<file path="config.mk">
export PLATFORM = sky130hd
export DESIGN_NAME = game_state_ctrl
export DESIGN_NICKNAME = d
export VERILOG_FILES = /design/src/rtl/game_state_ctrl.sv
export SDC_FILE = /design/constraint.sdc
export NUM_CORES = 1
export LEC_CHECK = 0
export CELL_PAD_IN_SITES_DETAIL_PLACEMENT = 0
export CELL_PAD_IN_SITES_GLOBAL_PLACEMENT = 1
export CORE_ASPECT_RATIO = 1.25
export CORE_MARGIN = 2
export CORE_UTILIZATION = 35
export DETAILED_ROUTE_END_ITERATION = 10
export GPL_TIMING_DRIVEN = 1
export PLACE_DENSITY_LB_ADDON = 0.1
export SLEW_MARGIN = 40
export SYNTH_ARGS = -nofsm -noshare
export SYNTH_HDL_FRONTEND = slang
export SYNTH_SLANG_ARGS = --single-unit
</file>
<file path="constraint.sdc">
create_clock -name clk -period 4.2 [get_ports clk]
set_input_delay 0.84 -clock clk [delete_from_list [all_inputs] [get_ports clk]]
set_output_delay 0.84 -clock clk [all_outputs]
set_load 0.02 [all_outputs]
</file>
<file path="src/rtl/game_state_ctrl.sv">
// Top-level platformer game-flow controller: start/pause/death/level-clear
// sequencing with a lives counter, level index and timed DYING/LEVEL_CLEAR phases.
module game_state_ctrl #(
  parameter int LIVES        = 3,
  parameter int LEVELS       = 4,
  parameter int DEATH_CYCLES = 64,
  parameter int CLEAR_CYCLES = 64,
  parameter int TW = $clog2(((DEATH_CYCLES > CLEAR_CYCLES) ? DEATH_CYCLES : CLEAR_CYCLES) + 1)
) (
  input  logic          clk,
  input  logic          rst,
  input  logic          start,
  input  logic          restart,
  input  logic          pause,
  input  logic          over,
  input  logic          success,
  output logic [2:0]    state,
  output logic [3:0]    lives,
  output logic [3:0]    level,
  output logic [TW-1:0] phase_timer,
  output logic          state_chg,
  output logic          respawn,
  output logic          level_up
);

  // Codes 0-3 are shared with the renderer's existing decode.
  typedef enum logic [2:0] {
    S_INITIAL     = 3'd0,
    S_RUNNING     = 3'd1,
    S_OVER        = 3'd2,
    S_SUCCESS     = 3'd3,
    S_PAUSED      = 3'd4,
    S_DYING       = 3'd5,
    S_LEVEL_CLEAR = 3'd6
  } state_e;

  localparam logic [TW-1:0] DEATH_LAST = TW'(DEATH_CYCLES - 1);
  localparam logic [TW-1:0] CLEAR_LAST = TW'(CLEAR_CYCLES - 1);
  localparam logic [3:0]    LIVES_INIT = 4'(LIVES);
  localparam logic [3:0]    LAST_LEVEL = 4'(LEVELS - 1);

  always_ff @(posedge clk or posedge rst) begin
    if (rst) begin
      state       <= S_INITIAL;
      lives       <= LIVES_INIT;
      level       <= 4'd0;
      phase_timer <= '0;
      state_chg   <= 1'b0;
      respawn     <= 1'b0;
      level_up    <= 1'b0;
    end else begin
      state_chg <= 1'b0;
      respawn   <= 1'b0;
      level_up  <= 1'b0;
      if (restart && state != S_INITIAL) begin
        state       <= S_INITIAL;
        lives       <= LIVES_INIT;
        level       <= 4'd0;
        phase_timer <= '0;
        state_chg   <= 1'b1;
      end else begin
        case (state)
          S_INITIAL: begin
            if (start && !restart) begin
              state     <= S_RUNNING;
              state_chg <= 1'b1;
            end
          end
          S_RUNNING: begin
            if (over) begin
              state       <= S_DYING;
              lives       <= (lives != 4'd0) ? lives - 4'd1 : 4'd0;
              phase_timer <= '0;
              state_chg   <= 1'b1;
            end else if (success) begin
              state       <= S_LEVEL_CLEAR;
              phase_timer <= '0;
              state_chg   <= 1'b1;
            end else if (pause) begin
              state     <= S_PAUSED;
              state_chg <= 1'b1;
            end
          end
          S_PAUSED: begin
            if (pause) begin
              state     <= S_RUNNING;
              state_chg <= 1'b1;
            end
          end
          S_DYING: begin
            if (phase_timer == DEATH_LAST) begin
              phase_timer <= '0;
              state_chg   <= 1'b1;
              if (lives == 4'd0) begin
                state <= S_OVER;
              end else begin
                state   <= S_RUNNING;
                respawn <= 1'b1;
              end
            end else begin
              phase_timer <= phase_timer + TW'(1);
            end
          end
          S_LEVEL_CLEAR: begin
            if (phase_timer == CLEAR_LAST) begin
              phase_timer <= '0;
              state_chg   <= 1'b1;
              if (level == LAST_LEVEL) begin
                state <= S_SUCCESS;
              end else begin
                state    <= S_RUNNING;
                level    <= level + 4'd1;
                level_up <= 1'b1;
              end
            end else begin
              phase_timer <= phase_timer + TW'(1);
            end
          end
          S_OVER, S_SUCCESS: begin
          end
          default: begin
            // Unused code 7: fall back to a clean INITIAL.
            state       <= S_INITIAL;
            lives       <= LIVES_INIT;
            level       <= 4'd0;
            phase_timer <= '0;
            state_chg   <= 1'b1;
          end
        endcase
      end
    end
  end

endmodule
</file>
==> results.json <==
{
  "slowest_delay_ns": 0.71,
  "power.density_nw_per_um2": 459.4,
  "setup_tns_ns": 0,
  "worst_slew_pin_slew_ns": 0.5237,
  "holdPathEnd": "level[3]",
  "drive_gt1_share_pct": 9.677,
  "power.leakage_nw": 0.6408,
  "hold_class": "reg -> reg",
  "cts-root-buf": "clkbuf_8",
  "finalPower_uw": 712.7,
  "diodes": 0,
  "vias_per_cell": 5.521,
  "slew_headroom_pct": 64.76,
  "synth-edff-count": 0,
  "start_util_pct": 35.75,
  "rsz0062_at_grt": "false",
  "htree_levels": 1,
  "final_hold_viol_count": 0,
  "postSynthAreaPerCell_um2": 9.560,
  "cts_buffers": 3,
  "postCtsSetupBuffers": 0,
  "antenna_left": 0,
  "ys.flop_type": "dfrtp_1",
  "multi_input_area_um2": 639.4,
  "end_kind": "output port",
  "yosysMostFrequentCell": "dfrtp_1",
  "grt_pass1_vias": 1076,
  "io_buffers": 27,
  "finalMaxSlewViolations": 0,
  "dieWidth_um": 56.89,
  "dieArea_um2": 3988,
  "finalCriticalPeriod_ns": 2.501,
  "path_max_fanout": 17,
  "layout.nets": 165,
  "synth_warnings": 0,
  "r2r_slack_ns": 2.20,
  "ir_worst_vdd_mv": 0.2651,
  "gp_congestion": 0.7753,
  "clockBufferDepth": 2,
  "synth_seq_area_share_pct": 43.15,
  "holdBufCountCts": 0,
  "first_pass_iters": 4,
  "synth_cell_types": 45,
  "pre_cts_ws_ns": 1.556,
  "crit_family": "buffers and inverters",
  "syn_nets": 137,
  "grt_usage_pct": 15.10,
  "clk_pin_slew_worst_paths_ns": 0.08,
  "die_h_um": 70.11,
  "critPathRequiredTime_ns": 3.36,
  "n_fill_cell": 342,
  "fin_ws_ns": 1.699,
  "drcViolationCount": 0,
  "synthArstFlopShare_pct": 100.0,
  "grt_antenna_before_repair": 0,
  "crit_chain": "clkdlybuf4s50_1",
  "insertion_delay_ns": 0.27,
  "placed_area_um2": 1505,
  "period_share_pct": 59.56,
  "clock.fmax_ghz": 0.3998,
  "yosysTopAreaCell": "dfrtp_1",
  "yosysTopAreaCellShare_pct": 38.85,
  "status": "finished clean",
  "fp.coreArea_um2": 3423,
  "cts_sinks": 21,
  "dp_hpwl_mm": 2.164,
  "register_area_um2": 528.0,
  "synthTopCellsByCount": "19 x dfrtp_1, 10 x nand2_1, 10 x nor2_1, 10 x o21ai_0, 6 x nor3_1",
  "drt_iter0_drc": 32,
  "syn_inst": 128,
  "synth_area_leaders": "dfrtp_1 39%, dfstp_2 4.3%, o21ai_0 4.1%",
  "crit_type": "reg -> out",
  "min_from": "level[3]",
  "fin_skew_ns": 0.002896,
  "synth_seq_cells": 21,
  "reg2reg_to": "level[1]",
  "max_cap_violations": 0,
  "arrival_ns": 1.66,
  "r2r_cells": 6,
  "vias": 1071,
  "hold_depth": 1,
  "ios": 28,
  "rows": 24,
  "synthToLayoutAreaGrowth_pct": 26.79,
  "grt_first_pass_wirelength_mm": 4.754,
  "cts_tree": "yes",
  "r2r-start": "phase_timer[0]",
  "wl_per_cell_um": 14.81,
  "cts_resized": 0,
  "netlist_area_um2": 1224,
  "cp-start-kind": "register",
  "setup_viol": 0,
  "routed_wl_mm": 2.873,
  "stdcell_area_um2": 1551,
  "grt_overflow": 0,
  "path_buf_inv": 1,
  "grt_start_max_net_pins": 22,
  "crit_slowest_cell": "clkdlybuf4s50_1"
}
==> worst reg2reg max path, delay by kind of cell (launching register included) <==
family                     cells  cell delay [ns]
AOI/OAI and AO/OA              2             0.39
adders and majority gates      1             0.25
DFF                            1             0.43
muxes                          1             0.31
and+or+nand+nor                2             0.51
==> state kept, by name, indices dropped and copies added, names as in the netlist <==
| name | count |
|---|---|
| level | 4 |
| lives | 4 |
| phase_timer | 7 |
| state_chg | 1 |
| respawn | 1 |
| state | 3 |
| level_up | 1 |
==> per-stage QoR <==
step	cells	utilization [%]	hold WS (ns)
after global routing	194	45.32	0.5453
after CTS	194	45.32	0.5311
final	194	45.32	0.5298
after floorplan	128	-	0.6006
after detailed placement	190	43.97	0.5152
after global placement	190	43.97	0.4880
==> layer usage <==
layer	vias to the layer above	part of all wire (%)	global-route usage (%)
li1	532	-	-
met3	4	2.7	2.407
met4	0	1.2	5.685
met5	-	0	0
met1	517	41	16.35
met2	18	55	28.48
==> power breakdown <==
group | leakage (nW) | internal (mW) | switching [mW]
Clock | 0.0255 | 0.0663 | 0.0704
Sequential | 0.280 | 0.236 | 0.0580
Combinational | 0.335 | 0.128 | 0.155
Total | 0.641 | 0.429 | 0.283
==> worst max-delay path by stage <==
stage          endpoint  cells past startpoint  slack (ns)      startpoint
2_1_floorplan  level[0]                      6        2.31  phase_timer[0]
5_1_grt        state[2]                      1        1.65        state[2]
3_5_place_dp   state[2]                      6        1.56         restart
4_1_cts        state[2]                      1        1.72        state[2]
3_3_place_gp   state[2]                      6        1.58         restart
6_report       state[2]                      1        1.70        state[2]
==> cell type report <==
type                            count  share of cell area (%)
Timing Repair Buffer               27                   17.42
Clock buffer                        3                   2.661
Multi-Input combinational cell     98                   41.21
Tap cell                           39                   3.145
Sequential cell                    21                   34.03
Inverter                            5                   1.210
Clock inverter                      1                  0.3226
==> cells by family (layout without fill, tap and decap cells) <==
family	after synthesis	count (layout)	share of synthesized area [%]
AOI/OAI and AO/OA	41	41	22.49
xor gates and xnor gates	1	1	0.7159
and+or+nand+nor	49	49	22.50
muxes	5	5	4.499
adders and majority gates	2	2	2.045
DFF	21	21	43.15
buffers and inverters	9	36	4.601
==> layout by cell type (no fill, tap or decap), types with 2 or more instances in the layout <==
cell and count:
nand4_1 2, a21boi_0 2, nor2_1 10, a31oi_1 2
nor4_1 2, o21ai_0 10, nor3_1 6, a21o_1 2
dfstp_2 2, o31ai_1 4, clkbuf_8 3, dfrtp_1 19
ha_1 2, inv_1 4, mux2_1 3, nand3_1 4
a22o_1 4, o21ai_1 4, clkdlybuf4s50_1 27, nand2b_1 3
o21a_1 3, nand2_1 10, a21oi_1 3
Power figures use the tool's default switching activity.
